`src/rtl/demux8_1_reg.sv`:
```
// demux8_1_reg -- 1-to-8 registered demultiplexer with per-lane handshake.
//
// Each input word is steered to one of eight output lanes selected by S.
// Every lane is a single-entry buffer made of a data register and a valid
// flag. A consumer empties a lane by pulsing its Out_Ack bit. A lane that is
// acknowledged in the same cycle it is written keeps its valid flag set,
// so a steady stream can flow through a lane with no bubble.
//
// Ports
//   Clk        in   1     clock, all state changes on the rising edge
//   Reset      in   1     synchronous, active-low
//   S          in   3     destination lane select
//   D_In       in   N     data word for lane S
//   In_Valid   in   1     producer has a word on D_In/S
//   In_Ready   out  1     word on D_In/S is accepted this cycle
//   Q_Out      out  8*N   lane registers, lane i at [i*N +: N]
//   Out_Valid  out  8     lane i holds an unconsumed word
//   Out_Ack    in   8     consumer acknowledge, one bit per lane
//   Xfer_Count out  8     accepted-word counter, wraps at 256
module demux8_1_reg #(
  parameter int N = 4
) (
  input  logic           Clk,
  input  logic           Reset,
  input  logic [2:0]     S,
  input  logic [N-1:0]   D_In,
  input  logic           In_Valid,
  output logic           In_Ready,
  output logic [8*N-1:0] Q_Out,
  output logic [7:0]     Out_Valid,
  input  logic [7:0]     Out_Ack,
  output logic [7:0]     Xfer_Count
);

  localparam int LANES = 8;

  logic             xfer;
  logic [LANES-1:0] lane_load;
  logic [LANES-1:0] lane_clear;
  logic [LANES-1:0] valid_next;

  // A lane can take a word when it is empty or is being drained this cycle.
  // In_Ready deliberately ignores In_Valid so producer and demux never form
  // a combinational loop; forcing it low under reset keeps the counter still.
  always_comb begin
    In_Ready = Reset & (~Out_Valid[S] | Out_Ack[S]);
  end

  always_comb begin
    xfer = In_Valid & In_Ready;
  end

  // Per-lane load/clear decode. A load wins over a clear on the same lane,
  // which is what gives the bubble-free refill. Acks on empty lanes do
  // nothing because clear is qualified by the current valid flag.
  always_comb begin
    lane_load  = '0;
    lane_clear = '0;
    valid_next = Out_Valid;
    for (int i = 0; i < LANES; i++) begin
      lane_load[i]  = xfer && (S == 3'(i));
      lane_clear[i] = Out_Ack[i] && Out_Valid[i] && !lane_load[i];
      if (lane_load[i]) begin
        valid_next[i] = 1'b1;
      end else if (lane_clear[i]) begin
        valid_next[i] = 1'b0;
      end
    end
  end

  // ---- register stage: lane data, lane valid flags, transfer counter ----
  always_ff @(posedge Clk) begin
    if (!Reset) begin
      Q_Out      <= '0;
      Out_Valid  <= '0;
      Xfer_Count <= '0;
    end else begin
      Out_Valid <= valid_next;
      for (int i = 0; i < LANES; i++) begin
        if (lane_load[i]) begin
          Q_Out[i*N +: N] <= D_In;
        end
      end
      if (xfer) begin
        Xfer_Count <= Xfer_Count + 8'd1;
      end
    end
  end

endmodule

```
`config.mk`:
```
export PLATFORM = sky130hd
export DESIGN_NAME = demux8_1_reg
export DESIGN_NICKNAME = d
export VERILOG_FILES = /design/src/rtl/demux8_1_reg.sv
export SDC_FILE = /design/constraint.sdc
export NUM_CORES = 1
export LEC_CHECK = 0
export CAP_MARGIN = 20
export CORE_MARGIN = 8
export CORE_UTILIZATION = 32
export DETAILED_ROUTE_END_ITERATION = 7
export PLACE_DENSITY = 0.65
export SLEW_MARGIN = 20
export SYNTH_ARGS = -nofsm -noshare
export SYNTH_HDL_FRONTEND = slang
export SYNTH_SLANG_ARGS = --single-unit
```
`constraint.sdc`:
```
create_clock -name Clk -period 2.7 [get_ports Clk]
set_input_delay 0.405 -clock Clk [delete_from_list [all_inputs] [get_ports Clk]]
set_output_delay 0.405 -clock Clk [all_outputs]
set_load 0.05 [all_outputs]
```
==> results of run 1 <==
-- cell families after synthesis --
kind of cell / Yosys count / share of synthesized area
multiplexers: 37 / 0.189
flip-flops: 48 / 0.444
AND/OR/NAND/NOR: 86 / 0.260
AO/OA/AOI/OAI: 20 / 0.0665
adder cells (fa/ha/maj): 1 / 0.00578
buffers and inverters: 16 / 0.0307
XOR/XNOR: 1 / 0.00405
-- critical path, cell delays in order --
cell and delay (ns):
sky130_fd_sc_hd__clkdlybuf4s50_1 0.39, sky130_fd_sc_hd__nand2b_1 0.18, sky130_fd_sc_hd__mux4_2 0.55, sky130_fd_sc_hd__mux2i_1 0.25
sky130_fd_sc_hd__nor2b_1 0.08, sky130_fd_sc_hd__buf_4 0.20
-- synth_stat cells (2+ instances only) --
cell and count:
sky130_fd_sc_hd__mux4_2 3, sky130_fd_sc_hd__nor3_2 2, sky130_fd_sc_hd__and2_1 8, sky130_fd_sc_hd__nor3b_2 2, sky130_fd_sc_hd__nand3_1 6, sky130_fd_sc_hd__mux2i_1 34, sky130_fd_sc_hd__o31ai_1 2, sky130_fd_sc_hd__nor2b_1 38
sky130_fd_sc_hd__nand2b_1 9, sky130_fd_sc_hd__clkbuf_1 10, sky130_fd_sc_hd__o21a_1 2, sky130_fd_sc_hd__o21ai_0 9, sky130_fd_sc_hd__buf_2 4, sky130_fd_sc_hd__a21boi_1 4, sky130_fd_sc_hd__or3_1 4, sky130_fd_sc_hd__nand2_1 7
sky130_fd_sc_hd__dfxtp_1 48
-- placed cells by master (no fill, tap or decap), drive strengths merged --
cell type	netlist	layout
and3	1	1
dlymetal6s2s	0	1
ha	1	1
o41ai	1	1
or4	1	1
nor3	3	3
or4b	1	1
nor2b	38	38
a21boi	4	4
nand2b	9	9
nand3	6	6
nand4	1	1
o311ai	1	1
nor3b	3	3
clkbuf	11	6
mux2i	34	34
o21ai	9	9
clkdlybuf4s50	0	64
and2	8	8
buf	4	8
clkinv	0	1
o21a	2	2
nand3b	1	1
xnor2	1	1
dfxtp	48	48
nor4b	1	1
nand2	7	7
mux4	3	3
a22oi	1	1
o31ai	2	2
nor4	2	2
inv	1	2
or3	4	4
-- metrics by stage --
step / area [um^2] / setup WS (ns) / total power [uW] / cells
CTS: 3010 / 0.0927 / 1410 / 355
floorplan: 2160 / 0.447 / 868 / 209
global placement: 2910 / 0.107 / 942 / 347
detailed placement: 2910 / 0.0955 / 943 / 347
global route: 3010 / 0.129 / 1450 / 355
finish: 3010 / 0.237 / 1380 / 355
-- where the power goes --
group | internal [uW] | switching, uW | total [uW]
Sequential | 720 | 10.8 | 731
Combinational | 82.8 | 111 | 193
Clock | 210 | 246 | 456
-- sequential cells by signal, indices dropped and copies added (netlist names) --
register and count:
Xfer_Count 8, Q_Out 32, Out_Valid 8
-- layout make-up --
class | instances | area [um^2]
well taps | 80 | 100
clock buffers | 6 | 82.6
multi-input cells | 145 | 1140
fillers | 673 | 3670
inverters | 1 | 3.75
repair buffers | 73 | 713
clock inverters | 2 | 13.8
flip-flops and latches | 48 | 961
-- final timing paths --
path | startpoint | end | slack, ns | depth (start not counted)
hold reg to reg | Xfer_Count[6] | Xfer_Count[6] | 0.50 | 1
setup reg to reg | Out_Valid[3] | Q_Out[0] | 0.83 | 5
setup / recovery | Out_Ack[6] | In_Ready | 0.24 | 6
hold / removal | Xfer_Count[6] | Xfer_Count[6] | 0.50 | 1
-- per-layer routing --
layer,wire [um],vias to the layer above,track usage
met5,0,-,0
met4,95,0,0.0449
met3,455,8,0.0498
met2,2400,44,0.178
met1,2470,787,0.136
li1,-,843,-
==> key figures, run 1 <==
Status
  • Run status: finished clean

Route
  • Iteration-0 DRC count of the detailed router: 39
  • Vias per cell: between 4 and 5
  • Via count: between 1.5k and 2k
  • Total wire length: roughly 5400 um
  • Drt first pass iters: 4
  • Final routed wire length divided by cell count: between 15 and 20 um
  • Antenna viol nets, final: 0
  • Number of DRC violations after detailed routing: 0

STA
  • Minimum clock period: around 2.5 ns
  • Actual transition at the worst max-transition pin: 0.521 ns
  • Remaining max-slew budget at the tightest pin: 0.651
  • Maximum frequency from static timing analysis: around 410 MHz
  • Max Slew Vio Count: 0
  • Share of the clock period used by the worst path after layout: 0.912
  • Sum Neg Setup Slack: 0 ns
  • Clock skew after layout: 0.00506 ns
  • Finish-stage setup viols: 0
  • Setup repair after global routing missed its margin: no
  • Fin. Hold Viols: 0
  • Tightest hold margin: roughly 0.5 ns

Floorplanning
  • Core footprint: ~6700 um^2
  • Count of standard-cell rows: 30
  • Overall die area: 9650 um^2
  • Number of I/O pins: 67
  • Height of the die: approximately 98 um
  • Starting Density: 0.324
  • Die Span X: between 90 and 100 um

Synthesis
  • Per-instance average area after synthesis: ~10 um^2
  • Primary flip-flop cell chosen by synthesis mapping: sky130_fd_sc_hd__dfxtp_1
  • Share of synthesized flip-flops with an asynchronous set or reset: 0
  • Area share of the largest cell type after synthesis: 0.444
  • EDFF count, synth: 0
  • Cell taking the most area after synthesis: sky130_fd_sc_hd__dfxtp_1
  • Number of distinct library cell variants in the gate-level netlist after synthesis: 34
  • Count of synthesis-stage warnings from yosys: 0
  • Register area share after synthesis: 0.444
  • Number of nets produced by synthesis: 228
  • Synthesized area: roughly 2200 um^2
  • Number of storage elements in the synthesis netlist: 48
  • Post-synthesis cell count: between 200 and 250
  • Area contributors post-synth: sky130_fd_sc_hd__dfxtp_1 (44%), sky130_fd_sc_hd__mux2i_1 (16%), sky130_fd_sc_hd__nor2b_1 (11%), sky130_fd_sc_hd__mux4_2 (3.1%), sky130_fd_sc_hd__nand2b_1 (2.6%)

Layout
  • Area added between synthesis and finish: 39.2%
  • Layout cells sized above 1: 0.0945
  • Ant diodes: 0
  • Final #Nets: around 290
  • Finished Core Util: 0.451

Clocking
  • TritonCTS clock tree: done
  • Clock tree root driver cell: sky130_fd_sc_hd__clkbuf_8
  • Number of clock sinks: between 40 and 50
  • Clock Latency Late Sink: ~0.3 ns
  • Number of instances resized during post-cts repair: 0
  • Depth of the CTS H-tree: 2
  • Number of hold buffers added after cts: 0
  • Clock transition time at the flip-flop clock pins of the worst setup and hold paths: roughly 0.090 ns
  • Inserted Clock Buffers: 5
  • Clock Tree Buf Depth: 2
  • Setup repair bufs after CTS: 0

Pwr
  • Power Density: 458 nW/um^2
  • Static leakage: 0.00104 uW
  • Peak supply drop: ~0.22 mV

Placement
  • Detailed placer's ending HPWL: around 4000 um
  • RD Place Congestion: 0.795
  • PortBufs: 66

Worst setup path
  • Data required time of the critical path: approximately 2.3 ns
  • Kind of end point of the critical path: output port
  • Signal arrival time at the worst endpoint: between 2 and 2.5 ns
  • Largest fanout on the critical path: 4
  • CP Class: input pin to output port
  • Crit path launch type: input pin

Global routing
  • Largest net degree at the start of global routing: 52
  • GRT Residual Overflow: 0
  • Number of global-route vias before repair: ~1.8k
  • Initial antenna violation count: 0
  • First-pass GRT wire length: 8880 um
  • GRT Total Usage: 0.115

Hold path
  • Classification of the worst-slack hold path: flip-flop to flip-flop

Run
  • Number of max-cap violations: 0
(Power assumes the default switching activity.)
==> inputs of run 2 (changes only) <==
--- a/config.mk
+++ b/config.mk
@@ -9,6 +9,7 @@
 export CORE_MARGIN = 8
 export CORE_UTILIZATION = 32
 export DETAILED_ROUTE_END_ITERATION = 7
+export HOLD_SLACK_MARGIN = 0.08
 export PLACE_DENSITY = 0.65
 export SLEW_MARGIN = 20
 export SYNTH_ARGS = -nofsm -noshare
==> results of run 2 <==
No change in the layout: final DEF, timing and power equal those of run 1.
==> inputs of run 3 (changes only) <==
--- a/config.mk
+++ b/config.mk
@@ -8,6 +8,7 @@
 export CAP_MARGIN = 20
 export CORE_MARGIN = 8
 export CORE_UTILIZATION = 32
+export CTS_CLUSTER_DIAMETER = 100
 export DETAILED_ROUTE_END_ITERATION = 7
 export HOLD_SLACK_MARGIN = 0.08
 export PLACE_DENSITY = 0.65
==> results of run 3 <==
No change in the layout: final DEF, timing and power equal those of run 1.
